[config.mk]
export PLATFORM = sky130hd
export DESIGN_NAME = pattern_seq
export DESIGN_NICKNAME = d
export VERILOG_FILES = /design/src/rtl/pattern_seq_pkg.sv /design/src/rtl/pattern_seq_step_timer.sv /design/src/rtl/pattern_seq.sv
export SDC_FILE = /design/constraint.sdc
export NUM_CORES = 1
export LEC_CHECK = 0
export BUFFER_PORTS_ARGS = -buffer_cell sky130_fd_sc_hd__buf_4
export CORE_UTILIZATION = 49
export CTS_BUF_LIST = sky130_fd_sc_hd__clkbuf_8
export DETAILED_ROUTE_END_ITERATION = 6
export GPL_TIMING_DRIVEN = 0
export PLACE_DENSITY_LB_ADDON = 0.05
export SETUP_SLACK_MARGIN = 0.4
export SYNTH_ARGS = -nofsm -noshare
export SYNTH_HDL_FRONTEND = slang
export SYNTH_SLANG_ARGS = --single-unit
[constraint.sdc]
create_clock -name clk -period 2.5 [get_ports clk]
set_input_delay 0.125 -clock clk [delete_from_list [all_inputs] [get_ports clk]]
set_output_delay 0.125 -clock clk [all_outputs]
set_load 0.02 [all_outputs]
[src/rtl/pattern_seq_pkg.sv]
// Shared types and default sizing for the pattern sequencer.
package pattern_seq_pkg;

  typedef enum logic {
    IDLE = 1'b0,
    RUN  = 1'b1
  } state_t;

  localparam int DEF_CH    = 2;
  localparam int DEF_STEPS = 4;
  localparam int DEF_CW    = 5;

endpackage

[src/rtl/pattern_seq_step_timer.sv]
// step_timer: CW-bit step counter with duration load, clear and terminal-count flag.
// The live count is exported only when PATTERN_SEQ_DBG_EN is defined.
module step_timer #(
  parameter int CW = 5
) (
  input  logic          clk,
  input  logic          rst,
  input  logic          clr,
  input  logic          ld,
  input  logic          en,
  input  logic [CW-1:0] ld_val,
  output logic          tc
`ifdef PATTERN_SEQ_DBG_EN
  ,
  output logic [CW-1:0] cnt
`endif
);

`ifndef PATTERN_SEQ_DBG_EN
  logic [CW-1:0] cnt;
`endif
  logic [CW-1:0] dur_r;

  // dur_r holds the captured duration so later input changes cannot stretch a step
  always_ff @(posedge clk or posedge rst) begin
    if (rst) begin
      cnt   <= '0;
      dur_r <= '0;
    end else if (clr) begin
      cnt   <= '0;
      dur_r <= '0;
    end else if (ld) begin
      cnt   <= '0;
      dur_r <= ld_val;
    end else if (en) begin
      cnt   <= cnt + 1'b1;
    end
  end

  assign tc = (cnt == dur_r);

endmodule

[src/rtl/pattern_seq.sv]
// pattern_seq: steps through STEPS (duration, level) pairs, one-shot or looping.
// Define PATTERN_SEQ_DBG_EN to drive dbg_step/dbg_cnt with live state; otherwise they are 0.
module pattern_seq
  import pattern_seq_pkg::*;
#(
  parameter int CH    = DEF_CH,
  parameter int STEPS = DEF_STEPS,
  parameter int CW    = DEF_CW
) (
  input  logic                     clk,
  input  logic                     rst,
  input  logic                     start,
  input  logic                     stop,
  input  logic                     loop_en,
  input  logic [STEPS*CW-1:0]      dur,
  input  logic [STEPS*CH-1:0]      lvl,
  output logic [CH-1:0]            q,
  output logic                     busy,
  output logic                     done,
  output logic [$clog2(STEPS)-1:0] dbg_step,
  output logic [CW-1:0]            dbg_cnt
);

  localparam int SW = $clog2(STEPS);
  localparam logic [SW-1:0] LAST = SW'(STEPS - 1);

  // Handshake: start is a single-cycle request honoured only in IDLE with stop low;
  // stop aborts RUN on the next edge and always wins over start and over completion.

  state_t        state, state_nxt;
  logic [SW-1:0] step, step_nxt, step_inc;
  logic [CH-1:0] q_nxt;
  logic          done_nxt;
  logic          t_clr, t_ld, t_en, t_tc;
  logic [CW-1:0] t_ld_val;
  logic [CW-1:0] dur_a [STEPS];
  logic [CH-1:0] lvl_a [STEPS];

  for (genvar k = 0; k < STEPS; k++) begin : g_unpack
    assign dur_a[k] = dur[k*CW +: CW];
    assign lvl_a[k] = lvl[k*CH +: CH];
  end

  assign step_inc = step + 1'b1;

  always_ff @(posedge clk or posedge rst) begin
    if (rst) state <= IDLE;
    else     state <= state_nxt;
  end

  always_comb begin
    state_nxt = state;
    case (state)
      IDLE: if (start && !stop) state_nxt = RUN;
      RUN: begin
        if (stop)                               state_nxt = IDLE;
        else if (t_tc && step == LAST && !loop_en) state_nxt = IDLE;
      end
      default: state_nxt = IDLE;
    endcase
  end

  always_comb begin
    busy     = (state == RUN);
    t_clr    = 1'b0;
    t_ld     = 1'b0;
    t_en     = 1'b0;
    t_ld_val = dur_a[0];
    step_nxt = step;
    q_nxt    = q;
    done_nxt = 1'b0;
    case (state)
      IDLE: begin
        step_nxt = '0;
        if (start && !stop) begin
          t_ld  = 1'b1;
          q_nxt = lvl_a[0];
        end else begin
          t_clr = 1'b1;
          q_nxt = '0;
        end
      end
      RUN: begin
        if (stop) begin
          t_clr    = 1'b1;
          step_nxt = '0;
          q_nxt    = '0;
        end else if (t_tc) begin
          // loop_en only matters here, at the last-step boundary
          if (step == LAST) begin
            step_nxt = '0;
            if (loop_en) begin
              t_ld  = 1'b1;
              q_nxt = lvl_a[0];
            end else begin
              t_clr    = 1'b1;
              q_nxt    = '0;
              done_nxt = 1'b1;
            end
          end else begin
            t_ld     = 1'b1;
            t_ld_val = dur_a[step_inc];
            step_nxt = step_inc;
            q_nxt    = lvl_a[step_inc];
          end
        end else begin
          t_en = 1'b1;
        end
      end
      default: begin
        t_clr    = 1'b1;
        step_nxt = '0;
        q_nxt    = '0;
      end
    endcase
  end

  always_ff @(posedge clk or posedge rst) begin
    if (rst) begin
      step <= '0;
      q    <= '0;
      done <= 1'b0;
    end else begin
      step <= step_nxt;
      q    <= q_nxt;
      done <= done_nxt;
    end
  end

  step_timer #(.CW(CW)) u_timer (
    .clk    (clk),
    .rst    (rst),
    .clr    (t_clr),
    .ld     (t_ld),
    .en     (t_en),
    .ld_val (t_ld_val),
    .tc     (t_tc)
`ifdef PATTERN_SEQ_DBG_EN
    ,
    .cnt    (dbg_cnt)
`endif
  );

`ifdef PATTERN_SEQ_DBG_EN
  assign dbg_step = step;
`else
  assign dbg_step = '0;
  assign dbg_cnt  = '0;
`endif

endmodule

==> Word level (Yosys, flattened, before mapping) <==
Index checks and enable logic that the tools add are counted.
{ "totals": {"wordCells": 66, "in_bits": 33, "reg_bits": 16} }
{ "op_classes": {"n_addsub": 2, "n_eq_ne": 3, "muxes": 45, "n_reduce_logical": 7, "magnitude_cmp": 1, "bitwise": 2} }
{ "ops": {"columns": ["cell", "count"], "rows": [
  ["2-to-1 mux 5 bit", 11],
  ["2-to-1 mux 2 bit", 10],
  ["2-to-1 mux 1 bit", 17],
  ["binary-select mux 5 bit (select 2 bit)", 1],
  ["case mux 2 bit (2 select lines)", 2],
  ["case mux 1 bit (2 select lines)", 3],
  ["adder 5 x 1 -> 5 bit (second input constant)", 1],
  ["equality test 5 bit", 1],
  ["binary-select mux 2 bit (select 2 bit)", 1],
  [">= comparator 3 bit (second input constant)", 1],
  ["logical AND 1 bit", 3],
  ["!= test 3 x 2 -> 1 bit (second input constant)", 1],
  ["inverter 2 -> 3 bit", 1],
  ["nonzero test 3 bit", 1],
  ["adder 2 x 1 -> 2 bit (second input constant)", 1],
  ["equality test 2 bit (second input constant)", 1],
  ["zero test 1 bit", 2],
  ["nonzero test 2 bit", 1],
  ["inverter 1 bit", 1]
]} }

==> Longest topological paths before layout <==
{ "logic_depth": {"word_depth": 11, "mapped_depth": 6} }

==> Modules after synthesis <==
A second synthesis with hierarchy kept.
{ "hier_totals": {"cells_unflattened": 124, "area_unflattened_um2": 1183.6} }
{ "modules_own_cells": {"columns": ["module", "cells_per_inst", "area_each_um2", "instances", "seq_area_each_um2"], "rows": [
  ["pattern_seq", 80, 685.7, 1, 150.1],
  ["step_timer", 44, 498.0, 1, 250.2]
]} }

==> Worst setup path after synthesis <==
OpenSTA, ideal clock, no wires.
{ "synth_path": {"kind": "flip-flop to flip-flop", "startpoint": "register step[0]", "endpoint": "register q[0]", "t_arrival_ns": 1.669, "path_stages_with_launch": 7, "setup_slack_ns": 0.713, "path_cell_list": "dfrtp_1 -> ha_1 -> buf_4 -> mux4_2 -> a22oi_1 -> nor2_1 -> a21o_1"} }
{ "synth_between": {"elab_chain_len": 9} }
{ "synth_rtl": {"columns": ["item", "line_no", "rtl"], "rows": [
  ["start: declaration", "pattern_seq.sv:31", "logic [SW-1:0] step, step_nxt, step_inc;"],
  ["start signal: assignment", "pattern_seq.sv:124", "step <= step_nxt;"],
  ["adder 2 x 1 -> 2 bit", "pattern_seq.sv:44", "assign step_inc = step + 1'b1;"],
  ["inverter 2 -> 3 bit (implied by the code)", "pattern_seq.sv:104", "q_nxt = lvl_a[step_inc];"],
  ["binary-select mux 2 bit (select 2 bit)", "pattern_seq.sv:104", null],
  ["2-to-1 mux 2 bit (implied by the code) (2 in a row)", "pattern_seq.sv:104", null],
  ["2-to-1 mux 2 bit *", "pattern_seq.sv:90", "if (step == LAST) begin"],
  ["2-to-1 mux 2 bit *", "pattern_seq.sv:88", "end else if (t_tc) begin"],
  ["2-to-1 mux 2 bit *", "pattern_seq.sv:84", "if (stop) begin"],
  ["case mux 2 bit (2 select lines) *", "pattern_seq.sv:72", "case (state)"],
  ["end signal: assignment", "pattern_seq.sv:125", "q <= q_nxt;"],
  ["end: declaration", "pattern_seq.sv:17", "output logic [CH-1:0] q,"]
]} }
Every way passes the cells marked *; elsewhere a longest branch is shown, timed or not. The select of a mux whose other input is x is not followed.
A chain may end at the register's enable or synchronous reset.

==> Worst setup path after layout <==
Same ends and word-level chain as after synthesis.

==> run_results.csv <==
group,metric,value,unit
clocking,clock_latency,0.25,ns
worst_setup_path,critical_path.endpoint_type,"flop",
timing,report.final.slew_viol_count,0,
timing,layout_min_cycle_time,1.91,ns
placed_design,gp_congestion,0.781,
power_and_ir_drop,fin_total_pwr,0.735,mW
placed_design,placed_area,0.00140,mm2
power_and_ir_drop,ir_worst_vdd,0.000486,V
timing,slew_headroom,59.1,%
finish,nNetsFinal,182,
power_and_ir_drop,net-switching-power,0.210,mW
timing,report.final.hold_viol_count,0,
timing,worst_pin_slew,0.613,ns
floorplanning,initial_core_util,53.5,%
finish,drive_above_1_share,43.2,%
clocking,htree_num_levels,1,
floorplanning,die_height,48.8,um
timing,hold_ws,0.0815,ns
yosys,yosysTopAreaCell,"sky130_fd_sc_hd__dfrtp_1",
worst_hold_path,hold_path_class,"in -> reg",
drt,finalWirelength,2330,um
yosys,post_synthesis_cell_area,0.00107,mm2
clocking,cts_tree,"done",
status,status,"finished, final reports clean",
worst_hold_path,hp-start,"loop_en",
timing,report.final.setup_viol,0,
clocking,clock_input_transition_at_the_sequential_cells_of_the_worst_setup_and_hold_paths,0.07,ns
yosys,synth_flop_cell,"sky130_fd_sc_hd__dfrtp_1",
worst_setup_path,crit_path_top_delay_cell,"sky130_fd_sc_hd__mux4_2",
finish,n_antenna_cell,0,
drt,drc_errors,0,
worst_setup_path,crit_path_kind,"reg -> reg",
power_and_ir_drop,combPwrFrac,30.6,%
power_and_ir_drop,cellPowerDensity,503,mW/mm2
yosys,netlist-cell-type-count,33,
floorplanning,io_pins,44,
worst_setup_path,critPathMaxStageDelay,0.52,ns
worst_setup_path,wp_data_arrival,2.05,ns
yosys,post_synth_most_frequent_cells,"sky130_fd_sc_hd__dfrtp_1 (16), sky130_fd_sc_hd__nor2_1 (10), sky130_fd_sc_hd__buf_4 (8)",
power_and_ir_drop,p_sw_share,28.6,%
floorplanning,chipWidth,48.8,um
yosys,synth-seq-cells,16,
timing,grt_setup_unrepaired,"false",
clocking,clock_sinks,16,
yosys,synth_top_area_share,37.4,%
yosys,post_synth_main_area_contributors,"sky130_fd_sc_hd__dfrtp_1 (37%), sky130_fd_sc_hd__mux4_2 (13%), sky130_fd_sc_hd__xor2_1 (5.7%)",
finish,post-route-cell-area,0.00146,mm2
global_route,grt_start_max_net_pins,17,
global_route,track_usage,21.9,%
yosys,yosysSeqAreaShare,37.4,%
yosys,syn-mean-instance-area,10.8,um2
worst_setup_path,setup.worst_path.start_class,"flop",
timing,layout_worst_path_cycle_share,76.4,%
worst_setup_path,regToRegStartpoint,"step[0]$_DFFE_PP0P_",
drt,dr.pass1.iters,4,
worst_setup_path,critPathMaxFanout,10,
finish,final_core_util,73.1,%
yosys,synthMostInstantiatedCell,"sky130_fd_sc_hd__dfrtp_1",
job,drv_cap,0,
power_and_ir_drop,share_seq_of_total_power,38.6,%
drt,routed_via_density,5.35,
global_route,grt_pass1_wl,3940,um
timing,finClkSkew,0.00497,ns
timing,setup_total_negative_slack,0,ns
floorplanning,placement_rows,16,
power_and_ir_drop,leakage,0.736,nW
drt,drtAntennaViolNets,0,
power_and_ir_drop,p_clk_share,30.8,%
worst_setup_path,critPathRequiredTime,2.64,ns
yosys,synth_enable_flop_cells,0,
worst_setup_path,critical_path.startpoint,"step[0]$_DFFE_PP0P_",
finish,area_growth_syn_to_layout,36.6,%
clocking,max-clock-path-buffers,2,
floorplanning,coreArea,0.00200,mm2
yosys,synth_async_sr_flop_share,100,%
placed_design,dp.final_hpwl,1820,um
power_and_ir_drop,internal_power,0.525,mW
timing,fmax,0.524,GHz
drt,first_iter_violations,13,
global_route,grt.overflow.total,0,
global_route,vias_in_the_first_global_route,958,
yosys,ys.warnings.count,0,
clocking,cts_setup_buffers,0,
drt,vias,926,
drt,route.detailed.wl_per_inst,13.5,um
placed_design,port_buffers,36,
yosys,post_synth_inst_count,99,
clocking,clock-root-buffer,"sky130_fd_sc_hd__clkbuf_8",
clocking,cts_buffers,3,
worst_setup_path,critical_path.cell_chain,"ha_1 > buf_4 > mux4_2 > a22oi_1 > nor2_1 > a21o_1",
global_route,antenna_found_initial,0,
floorplanning,die_area,0.00238,mm2
-- power groups by stage --
stage / clock (mW) / sequential (mW) / combinational [mW]
2_1_floorplan: 0 / 0.291 / 0.146
3_3_place_gp: 0 / 0.288 / 0.219
3_5_place_dp: 0 / 0.289 / 0.222
4_1_cts: 0.230 / 0.284 / 0.225
5_1_grt: 0.239 / 0.285 / 0.246
6_report: 0.226 / 0.284 / 0.225
-- cells by family after synthesis --
logic type	after synthesis	synth area share, %
flip-flops	16	37.4
AND/OR/NAND/NOR	28	14.6
AO/OA/AOI/OAI	22	16.5
XOR/XNOR	9	7.36
other	1	0.350
multiplexers	7	13.7
adder cells (fa/ha/maj)	2	2.34
buffers and inverters	14	7.83
-- flip-flops by register name, summed over array words and instances (netlist names) --
name	flops
busy	1
u_timer.dur_r	5
done	1
step	2
u_timer.cnt	5
q	2
-- repair_timing --
action	4_1_cts	5_1_grt
gates resized for setup	0	0
hold endpoints to repair	16	0
setup endpoints to repair	0	0
hold buffers	1	0
-- path summary, 6_finish.rpt --
check | end | slack (ns) | cells past startpoint
worst max-delay path | q[0]$_DFFE_PP0P_ | 0.59 | 6
worst min-delay path | done$_DFF_PP0_ | 0.08 | 2
worst max register to register | q[0]$_DFFE_PP0P_ | 0.59 | 6
worst min register to register | q[0]$_DFFE_PP0P_ | 0.48 | 1
max in group asynchronous | u_timer.cnt[0]$_DFFE_PP0P_ | 1.57 | 3
min in group asynchronous | step[1]$_DFFE_PP0P_ | 0.53 | 3
-- layer usage --
layer	global-route usage (%)	vias up	part of all wire, %
li1	-	438	-
met1	26.6	439	41
met2	38.7	47	51
met3	4.09	2	7.0
met4	7.35	0	0.73
met5	0	-	0
-- stage by stage --
step / worst slack, ns / std cells
6_report: 0.590 / 173
2_1_floorplan: 0.713 / 105
5_1_grt: 0.511 / 173
3_3_place_gp: 0.618 / 168
4_1_cts: 0.588 / 173
3_5_place_dp: 0.602 / 168
-- cell type report --
| type | count | area [um2] |
|---|---|---|
| timing repair buffer | 37 | 280 |
| clock buffer | 4 | 55.1 |
| tap | 27 | 33.8 |
| fill | 164 | 539 |
| buffer | 10 | 68.8 |
| inverter | 4 | 15.0 |
| multi-input combinational | 75 | 609 |
| sequential | 16 | 400 |
-- layout by cell type, fill, tap and decap left out, types with 2 or more instances in the layout --
cell,synthesis,routed
sky130_fd_sc_hd__nand3_1,4,4
sky130_fd_sc_hd__dfrtp_1,16,16
sky130_fd_sc_hd__conb_1,1,7
sky130_fd_sc_hd__nand2b_1,2,2
sky130_fd_sc_hd__clkbuf_8,0,4
sky130_fd_sc_hd__xor2_1,7,7
sky130_fd_sc_hd__a22oi_1,6,6
sky130_fd_sc_hd__ha_1,2,2
sky130_fd_sc_hd__a21oi_1,3,3
sky130_fd_sc_hd__buf_4,8,44
sky130_fd_sc_hd__xnor2_1,2,2
sky130_fd_sc_hd__o2bb2ai_1,4,4
sky130_fd_sc_hd__mux4_2,6,6
sky130_fd_sc_hd__nor2_1,10,10
sky130_fd_sc_hd__inv_1,4,4
sky130_fd_sc_hd__nand2_1,4,4
sky130_fd_sc_hd__a21o_1,3,3
-- worst max-delay path: cells and delay by family (launching register included) --
kind / cells / cell delay (ns)
flops: 1 / 0.39
buf+inv: 1 / 0.19
mux: 1 / 0.52
compound gates: 2 / 0.36
fa+ha+maj: 1 / 0.28
simple gates: 1 / 0.06
(Power assumes the default switching activity.)
